--- src/rtl/hc595_pkg.sv ---
// ---------------------------------------------------------------------------
// hc595_pkg -- definitions shared by the 74HC595 transmit and receive sides.
//
// Frame layout (14 bits, shifted MSB first):
//   frame[13:6] = sec (segment field)
//   frame[5:0]  = sel (digit-select field)
// The helper functions are the single place where the bit order is defined,
// so that both sides pack and unpack the frame the same way.
// ---------------------------------------------------------------------------
package hc595_pkg;

    localparam int SEL_W   = 6;
    localparam int SEC_W   = 8;
    localparam int FRAME_W = 14;

    // Bit positions of each field inside the frame word.
    localparam int SEL_LSB = 0;
    localparam int SEC_LSB = SEL_W;

    // Shift-edge counter: counts up to CNT_MAX and then saturates.
    localparam int             CNT_W      = 4;
    localparam logic [CNT_W-1:0] CNT_MAX    = 4'd15;
    localparam logic [CNT_W-1:0] CNT_FRAME  = 4'd14;

    // Build a frame word from its two fields.
    function automatic logic [FRAME_W-1:0] frame_pack(input logic [SEC_W-1:0] sec,
                                                       input logic [SEL_W-1:0] sel);
        return {sec, sel};
    endfunction

    // Extract the digit-select field from a frame word.
    function automatic logic [SEL_W-1:0] frame_sel(input logic [FRAME_W-1:0] word);
        return word[SEL_LSB +: SEL_W];
    endfunction

    // Extract the segment field from a frame word.
    function automatic logic [SEC_W-1:0] frame_sec(input logic [FRAME_W-1:0] word);
        return word[SEC_LSB +: SEC_W];
    endfunction

endpackage

--- src/rtl/hc595_sync_edge.sv ---
// ---------------------------------------------------------------------------
// hc595_sync_edge -- multi-flop synchronizer with rising-edge detect.
//
// Ports:
//   clk    system clock
//   rst_n  asynchronous active-low reset
//   din    asynchronous input pin
//   dout   synchronized level (STAGES cycles of latency)
//   rise   one-cycle pulse when dout goes 0->1
//
// After reset a fill marker walks through its own STAGES-deep chain, and the
// edge detector is only armed once dout and its history flop both reflect the
// real pin. A pin that is already high when reset releases therefore never
// produces a rise.
// ---------------------------------------------------------------------------
module hc595_sync_edge #(
    parameter int STAGES = 2
) (
    input  logic clk,
    input  logic rst_n,
    input  logic din,
    output logic dout,
    output logic rise
);

    logic [STAGES-1:0] sync_r;
    logic [STAGES-1:0] fill_r;
    logic              prev_r;
    logic              armed_r;

    // Synchronizer chain, fill marker and edge history.
    always_ff @(posedge clk or negedge rst_n) begin
        if (!rst_n) begin
            sync_r  <= {STAGES{1'b0}};
            fill_r  <= {STAGES{1'b0}};
            prev_r  <= 1'b0;
            armed_r <= 1'b0;
        end else begin
            sync_r  <= {sync_r[STAGES-2:0], din};
            fill_r  <= {fill_r[STAGES-2:0], 1'b1};
            prev_r  <= sync_r[STAGES-1];
            armed_r <= fill_r[STAGES-1];
        end
    end

    assign dout = sync_r[STAGES-1];
    assign rise = armed_r & sync_r[STAGES-1] & ~prev_r;

endmodule

--- src/rtl/hc595_rx.sv ---
// ---------------------------------------------------------------------------
// hc595_rx -- receiver that snoops a 74HC595 serial bus (ds/shcp/stcp/oe)
// and recovers the latched {sec, sel} frame.
//
// Parameter:
//   SYNC_STAGES  synchronizer depth on every serial input (>= 2)
// Ports:
//   clk, rst_n   system clock, asynchronous active-low reset
//   ds           serial data (async)
//   shcp         shift clock, sampled on its rise (async)
//   stcp         storage clock, frame latched on its rise (async)
//   oe           active-low output enable (async)
//   sel, sec     last latched fields
//   data_valid   one-cycle pulse when sel/sec update
//   frame_err    one-cycle pulse with data_valid when the frame did not have
//                exactly 14 shift edges
//   blank        synchronized oe
//
// Configuration macro HC595_RX_FRAME_CHECK_EN: when defined, a saturating
// shift-edge counter drives frame_err; otherwise frame_err is tied low.
// ---------------------------------------------------------------------------
module hc595_rx
    import hc595_pkg::*;
#(
    parameter int SYNC_STAGES = 2
) (
    input  logic             clk,
    input  logic             rst_n,
    input  logic             ds,
    input  logic             shcp,
    input  logic             stcp,
    input  logic             oe,
    output logic [SEL_W-1:0] sel,
    output logic [SEC_W-1:0] sec,
    output logic             data_valid,
    output logic             frame_err,
    output logic             blank
);

    logic                ds_sync_s;
    logic                shcp_rise_s;
    logic                stcp_rise_s;
    logic                shcp_sync_unused_s;
    logic                stcp_sync_unused_s;
    logic                ds_rise_unused_s;
    logic                oe_rise_unused_s;

    logic [FRAME_W-1:0]  shreg_r;
    logic [FRAME_W-1:0]  shreg_next_s;
    logic [SEL_W-1:0]    sel_r;
    logic [SEC_W-1:0]    sec_r;
    logic                data_valid_r;

    // All four inputs share the same depth so ds stays aligned with shcp.
    hc595_sync_edge #(.STAGES(SYNC_STAGES)) u_sync_ds (
        .clk(clk), .rst_n(rst_n), .din(ds),   .dout(ds_sync_s),          .rise(ds_rise_unused_s));
    hc595_sync_edge #(.STAGES(SYNC_STAGES)) u_sync_shcp (
        .clk(clk), .rst_n(rst_n), .din(shcp), .dout(shcp_sync_unused_s), .rise(shcp_rise_s));
    hc595_sync_edge #(.STAGES(SYNC_STAGES)) u_sync_stcp (
        .clk(clk), .rst_n(rst_n), .din(stcp), .dout(stcp_sync_unused_s), .rise(stcp_rise_s));
    hc595_sync_edge #(.STAGES(SYNC_STAGES)) u_sync_oe (
        .clk(clk), .rst_n(rst_n), .din(oe),   .dout(blank),              .rise(oe_rise_unused_s));

    // Next shift-register value: shift in the aligned data bit on a shcp rise.
    always_comb begin
        shreg_next_s = shreg_r;
        if (shcp_rise_s) begin
            shreg_next_s = {shreg_r[FRAME_W-2:0], ds_sync_s};
        end else begin
            shreg_next_s = shreg_r;
        end
    end

    // Shift register and output latch; the latch reads the pre-shift value,
    // so a same-cycle shcp+stcp rise stores the old word, like the real part.
    always_ff @(posedge clk or negedge rst_n) begin
        if (!rst_n) begin
            shreg_r      <= {FRAME_W{1'b0}};
            sel_r        <= {SEL_W{1'b0}};
            sec_r        <= {SEC_W{1'b0}};
            data_valid_r <= 1'b0;
        end else begin
            shreg_r      <= shreg_next_s;
            data_valid_r <= stcp_rise_s;
            if (stcp_rise_s) begin
                sel_r <= frame_sel(shreg_r);
                sec_r <= frame_sec(shreg_r);
            end
        end
    end

    assign sel        = sel_r;
    assign sec        = sec_r;
    assign data_valid = data_valid_r;

`ifdef HC595_RX_FRAME_CHECK_EN
    logic [CNT_W-1:0] bit_cnt_r;
    logic [CNT_W-1:0] bit_cnt_next_s;
    logic             frame_err_r;

    // Shift-edge counter: restarts on stcp (at 1 if a shift lands in the same
    // cycle), otherwise counts shcp rises and saturates.
    always_comb begin
        bit_cnt_next_s = bit_cnt_r;
        if (stcp_rise_s) begin
            bit_cnt_next_s = shcp_rise_s ? 4'd1 : 4'd0;
        end else if (shcp_rise_s && (bit_cnt_r != CNT_MAX)) begin
            bit_cnt_next_s = bit_cnt_r + 4'd1;
        end else begin
            bit_cnt_next_s = bit_cnt_r;
        end
    end

    // Counter register and error flag, judged on the count before any
    // same-cycle increment.
    always_ff @(posedge clk or negedge rst_n) begin
        if (!rst_n) begin
            bit_cnt_r   <= {CNT_W{1'b0}};
            frame_err_r <= 1'b0;
        end else begin
            bit_cnt_r   <= bit_cnt_next_s;
            frame_err_r <= stcp_rise_s && (bit_cnt_r != CNT_FRAME);
        end
    end

    assign frame_err = frame_err_r;
`else
    assign frame_err = 1'b0;
`endif

endmodule
--- config.mk ---
export PLATFORM = sky130hd
export DESIGN_NAME = hc595_rx
export DESIGN_NICKNAME = d
export VERILOG_FILES = /design/src/rtl/hc595_pkg.sv /design/src/rtl/hc595_sync_edge.sv /design/src/rtl/hc595_rx.sv
export SDC_FILE = /design/constraint.sdc
export NUM_CORES = 1
export LEC_CHECK = 0
export CELL_PAD_IN_SITES_DETAIL_PLACEMENT = 1
export CELL_PAD_IN_SITES_GLOBAL_PLACEMENT = 2
export CORE_MARGIN = 4
export CORE_UTILIZATION = 41
export CTS_BUF_LIST = sky130_fd_sc_hd__clkbuf_2 sky130_fd_sc_hd__clkbuf_4 sky130_fd_sc_hd__clkbuf_8
export DETAILED_ROUTE_END_ITERATION = 8
export PLACE_DENSITY_LB_ADDON = 0.1
export SLEW_MARGIN = 5
export SYNTH_ARGS = -nofsm -noshare
export SYNTH_HDL_FRONTEND = slang
export SYNTH_SLANG_ARGS = --single-unit
--- constraint.sdc ---
create_clock -name clk -period 1.6 [get_ports clk]
set_input_delay 0.16 -clock clk [delete_from_list [all_inputs] [get_ports clk]]
set_output_delay 0.16 -clock clk [all_outputs]
set_load 0.01 [all_outputs]
==> impl_results.md, run 1 <==
* Main combinational cell family by area after synthesis: multiplexers
* Crit-path max cell delay at 0.54 ns
* Max Cap Viol at 0
* Top cell type's share of synthesized area at 69.2%
* Top FF cell, synth: dfrtp_1
* Tcrit/Tclk final at 84.6%
* Crit path max-delay family: buffers and inverters
* VDD IR max at 0.000756 V
* Commonest cells in the netlist: dfrtp_1, mux2_4, mux2_2
* Period minus WS final at approximately 1.4 ns
* Worst path arrival time at between 1 and 1.5 ns
* DRT iter0 DRCs at 24
* NumNets Final at 111
* Leak Pwr at between 0.0009 and 0.001 uW
* Synth Area in XOR/XNOR at 0%
* # Post-CTS Setup Buffers at 0
* Worst Hold Class: input pin to flop
* RePlAce Congestion at between 0.6 and 0.7
* CTS Hold Buffers Added at 1
* CTS tree: built
* Vias in the first global route at approximately 750
* GRT Util Overall at 12.0%
* Synth cell types at 8
* Post-cts resize count at 0
* Area grow syn2layout at 25.9%
* Net Count, Synth at 84
* Vias at slightly below 700
* Seq cells post-synth at 42
* Simple-gate share of the synthesized area at 2.64%
* Sequential-to-total area share from yosys stat at 69.2%
* Vert. Die Dim at 68.9 um
* Worst path required time at ~1.4 ns
* Clock skew at ~0.0062 ns
* Fmax at 739 MHz
* Fin. Hold Viols at 0
* I/O pin count at 23
* Core box area at approximately 3500 um^2
* H-tree depth at 2
* Actual slew at the worst max-slew pin at roughly 0.52 ns
* Synthesis Warnings at 0
* First drt pass iteration count at 2
* Pin count of the biggest net entering global routing at 43
* Ratio of cells with drive above 1 in the final layout at between 30% and 40%
* Syn Area/Cell at 19.5 um^2
* CTS sink count at 42
* ANT cells at 0
* Most frequent cell after synthesis: dfrtp_1
* Antenna-violating nets left at 0
* IO buf count at 21
* Post-synthesis compound-gate area fraction at 0%
* Rows at 21
* First-pass GRT wire length at 3860 um
* PD cells at 1540 nW/um^2
* Buffer and inverter count on the worst path at 1
* Startpoint Class: flop
* Worst-path clk slew at 0.08 ns
* Mapped Area at 1520 um^2
* Synth Area in Adders at 0%
* Mapped Cells at 78
* Congestion Overflow GR at 0
* Status: completed
* Placed wire-length estimate at 1430 um
* Drt wl/cell at 14.7 um
* Critical path's slowest cell: clkdlybuf4s50_1
* Clk_lat worst skew at 0.29 ns
* Post-route DRC at 0
* Die area at approximately 4700 um^2
* Die Wd at 68.9 um
* Initial antenna violation count at 0
* CTS buffer count at 5
* Slew HR at 65.6%
* CP Cell Sequence: clkdlybuf4s50_1
* Crit-path max FO at 2
* Top cells by area, synth: dfrtp_1, mux2_4, mux2_2, nand3b_4, buf_6
* Root Buffer: clkbuf_8
* Number of synthesized flops with an enable pin at 0
* Post-synthesis mux area share at 25.5%
* Max clock buf depth at 2
* Ys async rst share at 100%
* Synth area leader: dfrtp_1
* Endpoint class of the critical path: output pin
* Number of fillers in the final layout at around 330
* Final setup TNS at 0 ns
* Setup CP Type: flop to output pin
* Initial core utilization at 43.8%
* Hold WS at 0.298 ns
* Endpoints failing setup at 0
* Pins Over Slew Limit at 0
* Routed wire length at 2230 um
* RSZ-0062 raised after global routing: false
* Vias per cell at between 4 and 5
## power by group
| part | internal [uW] | switching [uW] |
|---|---|---|
| Combinational | 385 | 154 |
| Clock | 665 | 348 |
| Sequential | 1260 | 143 |
## metal layers
metal / vias up / GRT usage [%] / routed length [um]
li1: 315 / - / -
met1: 349 / 15.5 / 1020
met2: 20 / 16.2 / 1000
met3: 7 / 5.51 / 140
met4: 0 / 7.30 / 63
met5: - / 0 / 0
## cell type report
cell class	count	area [um^2]	area share [%]
clock buffer	6	82.6	4.32
clock inverter	2	60.1	3.14
inverter	1	3.75	0.196
multi-input combinational	32	434	22.7
sequential	42	1050	55.0
tap	46	57.6	3.01
timing repair buffer	23	223	11.6
## through the flow
stage | total power [uW] | worst slack, ns | cell area [um^2] | cells | utilization (%)
global route | 3120 | 0.176 | 1910 | 152 | 55.1
global placement | 1950 | 0.419 | 1760 | 143 | 50.7
CTS | 2990 | 0.230 | 1910 | 152 | 55.1
floorplan | 1690 | 0.477 | 1520 | 78 | -
detailed placement | 1970 | 0.403 | 1760 | 143 | 50.7
finish | 2950 | 0.247 | 1910 | 152 | 55.1
## flip-flops by register name, summed over array words and instances, names as in the netlist
| register | count |
|---|---|
| data_valid | 1 |
| u_sync_stcp.sync_r | 2 |
| shreg_r | 14 |
| sec | 8 |
| u_sync_shcp.armed_r | 1 |
| u_sync_oe.sync_r | 2 |
| u_sync_shcp.prev_r | 1 |
| u_sync_shcp.sync_r | 2 |
| u_sync_ds.sync_r | 2 |
| u_sync_shcp.fill_r | 1 |
| u_sync_stcp.fill_r | 1 |
| sel | 6 |
| u_sync_stcp.prev_r | 1 |
## cells in the final DEF (no fill, tap or decap), types with 2 or more instances in the layout
cell,count
bufinv_16,2
clkbuf_8,6
clkdlybuf4s50_1,20
conb_1,2
dfrtp_1,42
mux2_2,9
mux2_4,19
nand3b_4,2
## final timing paths
path	startpoint	to	slack, ns	depth (start not counted)
worst max-delay path	sel[1]	sel[1]	0.25	1
worst min-delay path	stcp	u_sync_stcp.sync_r[0]	0.30	1
worst max register to register	u_sync_shcp.armed_r	sec[4]	0.41	2
worst min register to register	u_sync_stcp.fill_r[0]	u_sync_shcp.fill_r[1]	0.35	0
max in group asynchronous	rst_n	sel[4]	0.77	3
min in group asynchronous	rst_n	sec[5]	0.48	3
## cell families (layout without fill, tap and decap cells)
family | after synthesis | count (layout)
simple gates | 2 | 2
buf+inv | 4 | 32
mux | 28 | 28
flops | 42 | 42
other cells | 2 | 2
Note: power is estimated with default switching activity, not from simulation.
==> run 2, diff against run 1 <==
- clock period: 1.6 -> 1.4 ns (I/O delays scaled with it)
==> impl_results.md, run 2 (synthesis gave the netlist of run 1 again) <==
* Status: completed
* GRT Util Overall at 11.8% (-0.23 points)
* Crit. path cell count at 1 (unchanged)
* H-tree depth at 2 (unchanged)
* Rows at 21 (unchanged)
* Crit-path max cell delay at 0.54 ns (about the same)
* Endpoints failing setup at 0 (unchanged)
* Max FFs per register at 14 (unchanged)
* Clock power share at 25.1% (-9.2 points)
* Reg-to-Reg End: sel[4]
* PD cells at 1600 nW/um^2 (+3.4%)
* Sequential Power Share at 53.8% (+6.4 points)
* Int Pwr at 2260 uW (-2.2%)
* Placed wire-length estimate at 1410 um (-1.6%)
* Vert. Die Dim at 68.9 um (unchanged)
* RePlAce Congestion at 0.630 (-3.2%)
* Die area at 4740 um^2 (unchanged)
* Reg2reg setup slack at 0.19 ns (-0.22 ns)
* Leak Pwr at 0.000936 uW (-2.9%)
* Worst path arrival time at 1.18 ns (about the same)
* Endpoint class of the critical path: output pin
* Area grow syn2layout at 21.9%
* CTS buffer count at 5 (unchanged)
* RSZ-0062 raised after global routing: false
* Tcrit/Tclk final at 94.6%
* # Post-CTS Setup Buffers at 0 (unchanged)
* Final WS setup at 0.0758 ns (-0.171 ns)
* Antenna-violating nets left at 0 (unchanged)
* Ratio of cells with drive above 1 in the final layout at 36.5% (-1.2 points)
* Worst Hold Class: input pin to flop
* Crit path max-delay family: buffers and inverters
* Fin cells at 150 (-1.3%)
* DRT iter0 DRCs at 6 (-75%)
* Slew HR at 65.7% (about the same)
* Worst path required time at 1.26 ns (-0.18 ns)
* Crit-path max FO at 2 (unchanged)
* Congestion Overflow GR at 0 (unchanged)
* Root Buffer: clkbuf_8
* Core box area at 3470 um^2 (unchanged)
* Die Wd at 68.9 um (unchanged)
* Comb pwr share at 21.0% (+2.7 points)
* Critical Path End: sel[1]
* Post-route DRC at 0 (unchanged)
* Area occupied by multi-input gates at 434 um^2 (unchanged)
* Max clock buf depth at 2 (unchanged)
* Commonest non-fill, non-tap cell in the layout: dfrtp_1
* ANT cells at 0 (unchanged)
* Psw at 699 uW (+8.6%)
* Startpoint Class: flop
* Vias per cell at 4.67 (+2.8%)
* Worst-path clk slew at 0.07 ns (about the same)
* CP Cell Sequence: clkdlybuf4s50_1
* Initial core utilization at 43.8% (unchanged)
* CTS tree: built
* Vias at 701 (+1.4%)
* Drt wl/cell at 14.8 um (+0.97%)
* Commonest non-fill, non-tap cells in the layout: dfrtp_1, clkdlybuf4s50_1, mux2_4
* Fin. Hold Viols at 0 (unchanged)
* Pre-CTS setup slack at 0.193 ns (-0.210 ns)
* Final setup TNS at 0 ns (unchanged)
* Hold WS at 0.287 ns (-0.0108 ns)
* VDD IR max at 0.000779 V (+3.1%)
* Pins Over Slew Limit at 0 (unchanged)
* Reg area at 1050 um^2 (unchanged)
* Fmax at around 760 MHz
* Crit path from: sel[1]
* Vias in the first global route at 768 (+2.0%)
* CTS sink count at 42 (unchanged)
* Period minus WS final at 1.32 ns
* Number of fillers in the final layout at 328 (-0.91%)
* Clk_lat worst skew at 0.28 ns (about the same)
* Top reg by flops: shreg_r
* Routed wire length at 2220 um (-0.36%)
* Pin count of the biggest net entering global routing at 43 (unchanged)
* Dpl cells at 143 (unchanged)
* Reg2Reg Depth at 2 (unchanged)
* Buffer and inverter count on the worst path at 1 (unchanged)
* Switching share of power at 23.6% (+1.8 points)
* Initial antenna violation count at 0 (unchanged)
* I/O pin count at 23 (unchanged)
* First drt pass iteration count at 4 (+2)
* RR Startpoint: u_sync_shcp.armed_r
* Max Cap Viol at 0 (unchanged)
* IO buf count at 21 (unchanged)
* Final core utilization at 53.4% (-1.7 points)
* Setup CP Type: flop to output pin
* NumNets Final at 111 (unchanged)
* First-pass GRT wire length at 3910 um (+1.1%)
* Critical path's slowest cell: clkdlybuf4s50_1
* Clock skew at 0.00430 ns (-0.00187 ns)
* Actual slew at the worst max-slew pin at 0.515 ns (-0.000900 ns)
## run 2: area by class of cell
class | instances | share of cell area (%)
multi-input cells | 32 | 23.4
well taps | 46 | 3.11
inverters | 1 | 0.203
repair buffers | 23 | 12.0
flip-flops and latches | 42 | 56.8
clock buffers | 6 | 4.46
## run 2: layer usage
metal	part of all wire [%]	routed length, um	vias to the layer above	GRT usage, %
li1	-	-	309	-
met1	47	1050	369	15.1
met2	46	1030	19	16.8
met3	5.4	120	4	5.67
met4	0.95	21	0	5.11
met5	0	0	-	0
## run 2: worst min path at each step
| stage | cells after the start | start | endpoint |
|---|---|---|---|
| floorplan | 0 | rst_n | data_valid |
| global placement | 2 | rst_n | u_sync_oe.sync_r[1] |
| detailed placement | 2 | rst_n | u_sync_oe.sync_r[0] |
| CTS | 1 | stcp | u_sync_stcp.sync_r[0] |
| global route | 1 | stcp | u_sync_stcp.sync_r[0] |
| finish | 1 | stcp | u_sync_stcp.sync_r[0] |
## run 2: power groups by stage
stage / Combinational, uW / Sequential (uW) / Clock, uW
global placement: 615 / 1610 / 0
CTS: 635 / 1600 / 781
global route: 668 / 1630 / 830
floorplan: 312 / 1620 / 0
detailed placement: 628 / 1620 / 0
finish: 622 / 1590 / 743
## run 2: through the flow
step	power, uW	area [um^2]
2_1_floorplan	1930	1520
3_3_place_gp	2220	1760
3_5_place_dp	2240	1760
4_1_cts	3010	1850
5_1_grt	3130	1850
6_report	2960	1850
## run 2: what timing repair did
item | in CTS | in global routing
hold endpoints to repair | 42 | 0
setup endpoints to repair | 0 | 0
gates resized for setup | 0 | 0
hold buffers | 1 | 0
